## config.mk

```make
export PLATFORM = sky130hd
export DESIGN_NAME = pipeline_hazard_ctrl
export DESIGN_NICKNAME = d
export VERILOG_FILES = /design/src/rtl/cpu_types_pkg.sv /design/src/rtl/pipeline_hazard_ctrl_sat_counter.sv /design/src/rtl/pipeline_hazard_ctrl.sv
export SDC_FILE = /design/constraint.sdc
export NUM_CORES = 1
export LEC_CHECK = 0
export ABC_AREA = 1
export CORE_MARGIN = 1
export CORE_UTILIZATION = 50
export DETAILED_ROUTE_END_ITERATION = 12
export GPL_TIMING_DRIVEN = 0
export PLACE_DENSITY = 0.86
export SYNTH_ARGS = -nofsm -noshare
export SYNTH_HDL_FRONTEND = slang
export SYNTH_SLANG_ARGS = --single-unit
```

## constraint.sdc

```tcl
create_clock -name CLK -period 5.2 [get_ports CLK]
set_input_delay 1.04 -clock CLK [delete_from_list [all_inputs] [get_ports CLK]]
set_output_delay 1.04 -clock CLK [all_outputs]
set_load 0.01 [all_outputs]
```

## src/rtl/cpu_types_pkg.sv

```systemverilog
// Shared pipeline types: hazard controller FSM states, register index type
// and the load-use hazard detector used by the stall/flush controller.
package cpu_types_pkg;

    typedef enum logic [1:0] {
        RUN     = 2'd0,
        MEMWAIT = 2'd1,
        HALTED  = 2'd2
    } hazard_state_t;

    typedef logic [4:0] regbits_t;

    localparam regbits_t REG_ZERO = 5'd0;

    // $zero never carries a real dependency, so a load targeting it cannot stall
    function automatic logic load_use_hazard(
        input logic     dren_ex,
        input regbits_t rt_ex,
        input regbits_t rs_dec,
        input regbits_t rt_dec
    );
        return dren_ex && (rt_ex != REG_ZERO) && ((rt_ex == rs_dec) || (rt_ex == rt_dec));
    endfunction

endpackage

```

## src/rtl/pipeline_hazard_ctrl_sat_counter.sv

```systemverilog
// Saturating up-counter used for the hazard controller performance counters;
// holds at all-ones instead of wrapping.
module sat_counter #(
    parameter int CNT_W = 32
) (
    input  logic             CLK,
    input  logic             nRST,
    input  logic             inc,
    output logic [CNT_W-1:0] out
);

    logic [CNT_W-1:0] count_r;

    // count register, frozen once it reaches all-ones
    always_ff @(posedge CLK or negedge nRST) begin
        if (!nRST) begin
            count_r <= '0;
        end else if (inc && (count_r != {CNT_W{1'b1}})) begin
            count_r <= count_r + {{(CNT_W-1){1'b0}}, 1'b1};
        end else begin
            count_r <= count_r;
        end
    end

    assign out = count_r;

endmodule

```

## src/rtl/pipeline_hazard_ctrl.sv

```systemverilog
// Central stall/flush controller for the 5-stage pipeline: resolves memory waits,
// load-use hazards, redirects and halt, and keeps stall/flush event counters.
module pipeline_hazard_ctrl
    import cpu_types_pkg::*;
#(
    parameter int CNT_W = 32
) (
    input  logic             CLK,
    input  logic             nRST,
    input  logic             ihit,
    input  logic             dhit,
    input  logic             dREN_mem,
    input  logic             dWEN_mem,
    input  logic             dREN_ex,
    input  regbits_t         rt_ex,
    input  regbits_t         rs_dec,
    input  regbits_t         rt_dec,
    input  logic             redirect_mem,
    input  logic             halt_mem,
    output logic             pc_en,
    output logic             en_fd,
    output logic             en_de,
    output logic             en_em,
    output logic             en_mw,
    output logic             flush_fd,
    output logic             flush_de,
    output logic             flush_em,
    output logic             halt,
    output logic [CNT_W-1:0] stall_cycles,
    output logic [CNT_W-1:0] flush_events
);

    hazard_state_t state_r;
    hazard_state_t next_state_s;
    logic          dmem_miss_s;
    logic          load_use_s;
    logic          redirect_s;
    logic          stall_inc_s;

    assign dmem_miss_s = (dREN_mem || dWEN_mem) && !dhit;
    assign load_use_s  = load_use_hazard(dREN_ex, rt_ex, rs_dec, rt_dec);

    // FSM state register
    always_ff @(posedge CLK or negedge nRST) begin
        if (!nRST) begin
            state_r <= RUN;
        end else begin
            state_r <= next_state_s;
        end
    end

    // next state and latch controls; a flush is always paired with en=0 because
    // the latches let enable win over flush
    always_comb begin
        next_state_s = state_r;
        pc_en        = 1'b0;
        en_fd        = 1'b0;
        en_de        = 1'b0;
        en_em        = 1'b0;
        en_mw        = 1'b0;
        flush_fd     = 1'b0;
        flush_de     = 1'b0;
        flush_em     = 1'b0;
        halt         = 1'b0;
        redirect_s   = 1'b0;
        case (state_r)
            HALTED: begin
                halt         = 1'b1;
                next_state_s = HALTED;
            end
            RUN, MEMWAIT: begin
                if (dmem_miss_s) begin
                    next_state_s = MEMWAIT;
                end else if (halt_mem) begin
                    en_mw        = 1'b1;
                    next_state_s = HALTED;
                end else begin
                    next_state_s = RUN;
                    if (redirect_mem) begin
                        redirect_s = 1'b1;
                        pc_en      = 1'b1;
                        en_mw      = 1'b1;
                        flush_fd   = 1'b1;
                        flush_de   = 1'b1;
                        flush_em   = 1'b1;
                    end else if (load_use_s || !ihit) begin
                        flush_de = 1'b1;
                        en_em    = 1'b1;
                        en_mw    = 1'b1;
                    end else begin
                        pc_en = 1'b1;
                        en_fd = 1'b1;
                        en_de = 1'b1;
                        en_em = 1'b1;
                        en_mw = 1'b1;
                    end
                end
            end
            default: begin
                next_state_s = RUN;
            end
        endcase
    end

    assign stall_inc_s = !pc_en && (state_r != HALTED);

    sat_counter #(.CNT_W(CNT_W)) u_stall_cnt (
        .CLK  (CLK),
        .nRST (nRST),
        .inc  (stall_inc_s),
        .out  (stall_cycles)
    );

    sat_counter #(.CNT_W(CNT_W)) u_flush_cnt (
        .CLK  (CLK),
        .nRST (nRST),
        .inc  (redirect_s),
        .out  (flush_events)
    );

endmodule

```

==> flow_summary.ini <==
[final_layout]
multiInputGateArea_sq_um = 2480
num-fill-cells = 771
mostFrequentLayoutCells = 257 x sky130_fd_sc_hd__nand2_1, 95 x sky130_fd_sc_hd__clkdlybuf4s50_1, 78 x sky130_fd_sc_hd__nor2_1
final_common_cell = sky130_fd_sc_hd__nand2_1
final_cell_count_no_fill = 869
final_nets = 782
diodes = 0
drive_above_1_share = 0.0736
seq_area_sq_um = 1650
design_area_sq_um = 5770
flow.area_growth_from_synthesis_pct = 29.4

[drt]
routed_via_density = 5.35
drt-total-wl_mm = 13.1
route.antenna.remaining_nets = 0
dr.pass1.iters = 9
drc_errors = 1
drt_first_iter_violations = 227
post_drt_wl_per_cell_um = 15.0
dr_total_vias = 4653

[logic_synthesis]
synth.net_count = 675
netlist-cell-type-count = 28
synthesized_cell_area_sq_um = 4460
yosys_register_bits = 66
synth_area_per_cell_sq_um = 6.87
yosysSeqAreaShare = 0.370
yosys_warnings = 0
synth_cells = 649

[placement]
area_after_dpl_sq_um = 5550
dp_hpwl_mm = 9.90
globalplace.congestion = 0.970
dpl_worst_slack_ps = 809
numPortBuffers = 96
numPlacedInstances = 853

[clocking]
cts.clk_slew.worst_paths_ps = 80
worstSkewPairLatency_ps = 360
htreeDepth = 3
cts_root_buffer = sky130_fd_sc_hd__clkbuf_8
cts_tree = built
cts_repair_resize_count = 0
clock_tree.buffer_depth = 2
post_cts.repair.setup_buffers = 0
cts_inserted_buffers = 9
numClockSinks = 66
hold_buffers = 0

[setup_path]
critical_path_class = primary input to output port
startpoint_class_of_the_critical_path = primary input
cp_data_required_time_ps = 4160
worst-endpoint-arrival_ps = 3360
timing.critical_path.fanout_max = 10
cp-end-kind = output port

[sta]
tightest_slew_ps = 867
timing.slew.headroom = 0.422
setup_total_negative_slack_ps = 0
timing.final.crit_share = 0.846
final_count_of_hold_timing_violations = 0
max_clock_freq_mhz = 227
postLayoutSetupSlackWorst_ps = 798
rsz0062_at_grt = false
finalWorstPathRequiredPeriod_ps = 4400
fin_skew_ps = 10.5
final-setup-viol-count = 0
drv_slew = 0

[floorplan]
dieHeight_um = 96.5
core_area_sq_um = 8680
initial_utilization = 0.514
die_x_um = 96.5
number_of_placement_rows = 34
total_die_area_sq_um = 9300
pin_count = 97

[status]
run_status = finished, violations left
failing_checks = DRC

[global_routing]
vias_in_the_first_global_route = 4423
grt_pass1_wl_mm = 21.3
grt_overflow_total = 0
pin_count_of_the_biggest_net_entering_global_routing = 67
grt_use_total = 0.300
antenna_violations_before_repair = 0

[power_and_ir_drop]
vdd_ir_drop_max_mv = 0.286
cellLeakagePower_nw = 2.69
power_density_nw_per_um2 = 289

[job]
maxCapViolCount = 0

[hold_path]
min-delay-path-class = flip-flop to flip-flop
## registers in the layout, summed over array words and instances, names as in the netlist
signal           cells
u_stall_cnt.out     32
state_r              2
u_flush_cnt.out     32
## per-layer routing
layer / part of all wire / global-route usage / vias to the layer above
li1: - / - / 2283
met1: 0.42 / 0.359 / 2160
met2: 0.50 / 0.533 / 178
met3: 0.054 / 0.0407 / 32
met4: 0.033 / 0.136 / 0
met5: 0 / 0 / -
## path summary, 6_finish.rpt
path                                        to                from  cells past startpoint  slack (ps)
setup / recovery                         en_fd            rt_ex[1]                     13         800
hold / removal              u_flush_cnt.out[2]  u_flush_cnt.out[2]                      1         520
setup reg to reg           u_stall_cnt.out[20]  u_stall_cnt.out[0]                     11        2940
hold reg to reg             u_flush_cnt.out[2]  u_flush_cnt.out[2]                      1         520
max in group asynchronous  u_flush_cnt.out[10]                nRST                      1        3840
min in group asynchronous  u_flush_cnt.out[25]                nRST                      1         760
## metrics by stage
| step | hold WS [ps] | utilization | total power (W) |
|---|---|---|---|
| floorplan | 486 | - | 0.000936 |
| global placement | 512 | 0.640 | 0.00116 |
| detailed placement | 509 | 0.640 | 0.00118 |
| CTS | 523 | 0.665 | 0.00167 |
| global route | 558 | 0.665 | 0.00176 |
| finish | 521 | 0.665 | 0.00167 |
## Yosys cell counts (all sizes together)
master / instances / share of area
nand3: 24 / 0.033
xor2: 36 / 0.071
and3: 1 / 0.0014
buf: 14 / 0.023
nor3: 27 / 0.037
ha: 2 / 0.0056
dfrtp: 66 / 0.37
nand3b: 5 / 0.0084
xnor2: 15 / 0.029
nor2: 82 / 0.072
nand2: 259 / 0.22
o21ai: 11 / 0.012
nand4: 44 / 0.062
inv: 57 / 0.048
clkbuf: 4 / 0.0034
nor4: 2 / 0.0028
## logic make-up (layout without fill, tap and decap cells)
kind of cell | after synthesis | count (layout) | synth area share
buffers and inverters | 75 | 187 | 0.0746
adders and majority gates | 2 | 2 | 0.00561
AOI/OAI and AO/OA | 11 | 11 | 0.0123
and+or+nand+nor | 444 | 444 | 0.437
xor gates and xnor gates | 51 | 51 | 0.100
DFF | 66 | 66 | 0.370
## area by class of cell
class | count | share of cell area
Buffer | 18 | 0.0206
Clock buffer | 10 | 0.0221
Clock inverter | 6 | 0.0156
Inverter | 57 | 0.0371
Multi-Input combinational cell | 508 | 0.429
Sequential cell | 66 | 0.286
Tap cell | 108 | 0.0234
Timing Repair Buffer | 96 | 0.166
## critical path, stage by stage
cell,delay (ps)
sky130_fd_sc_hd__clkdlybuf4s50_1,500
sky130_fd_sc_hd__inv_1,90
sky130_fd_sc_hd__nand2_1,60
sky130_fd_sc_hd__nand2_1,50
sky130_fd_sc_hd__nor2_1,120
sky130_fd_sc_hd__nand3_1,90
sky130_fd_sc_hd__nand2_1,60
sky130_fd_sc_hd__nand2_1,70
sky130_fd_sc_hd__nand3_2,180
sky130_fd_sc_hd__clkbuf_1,370
sky130_fd_sc_hd__nor2_1,100
sky130_fd_sc_hd__buf_4,140
sky130_fd_sc_hd__clkdlybuf4s50_1,470
## where the power goes
part | internal, W | total [W] | switching, W
combinational | 0.000233 | 0.000527 | 0.000294
sequential | 0.000566 | 0.000645 | 0.0000786
clock | 0.000272 | 0.000496 | 0.000224
Note: power is estimated with default switching activity, not from simulation.
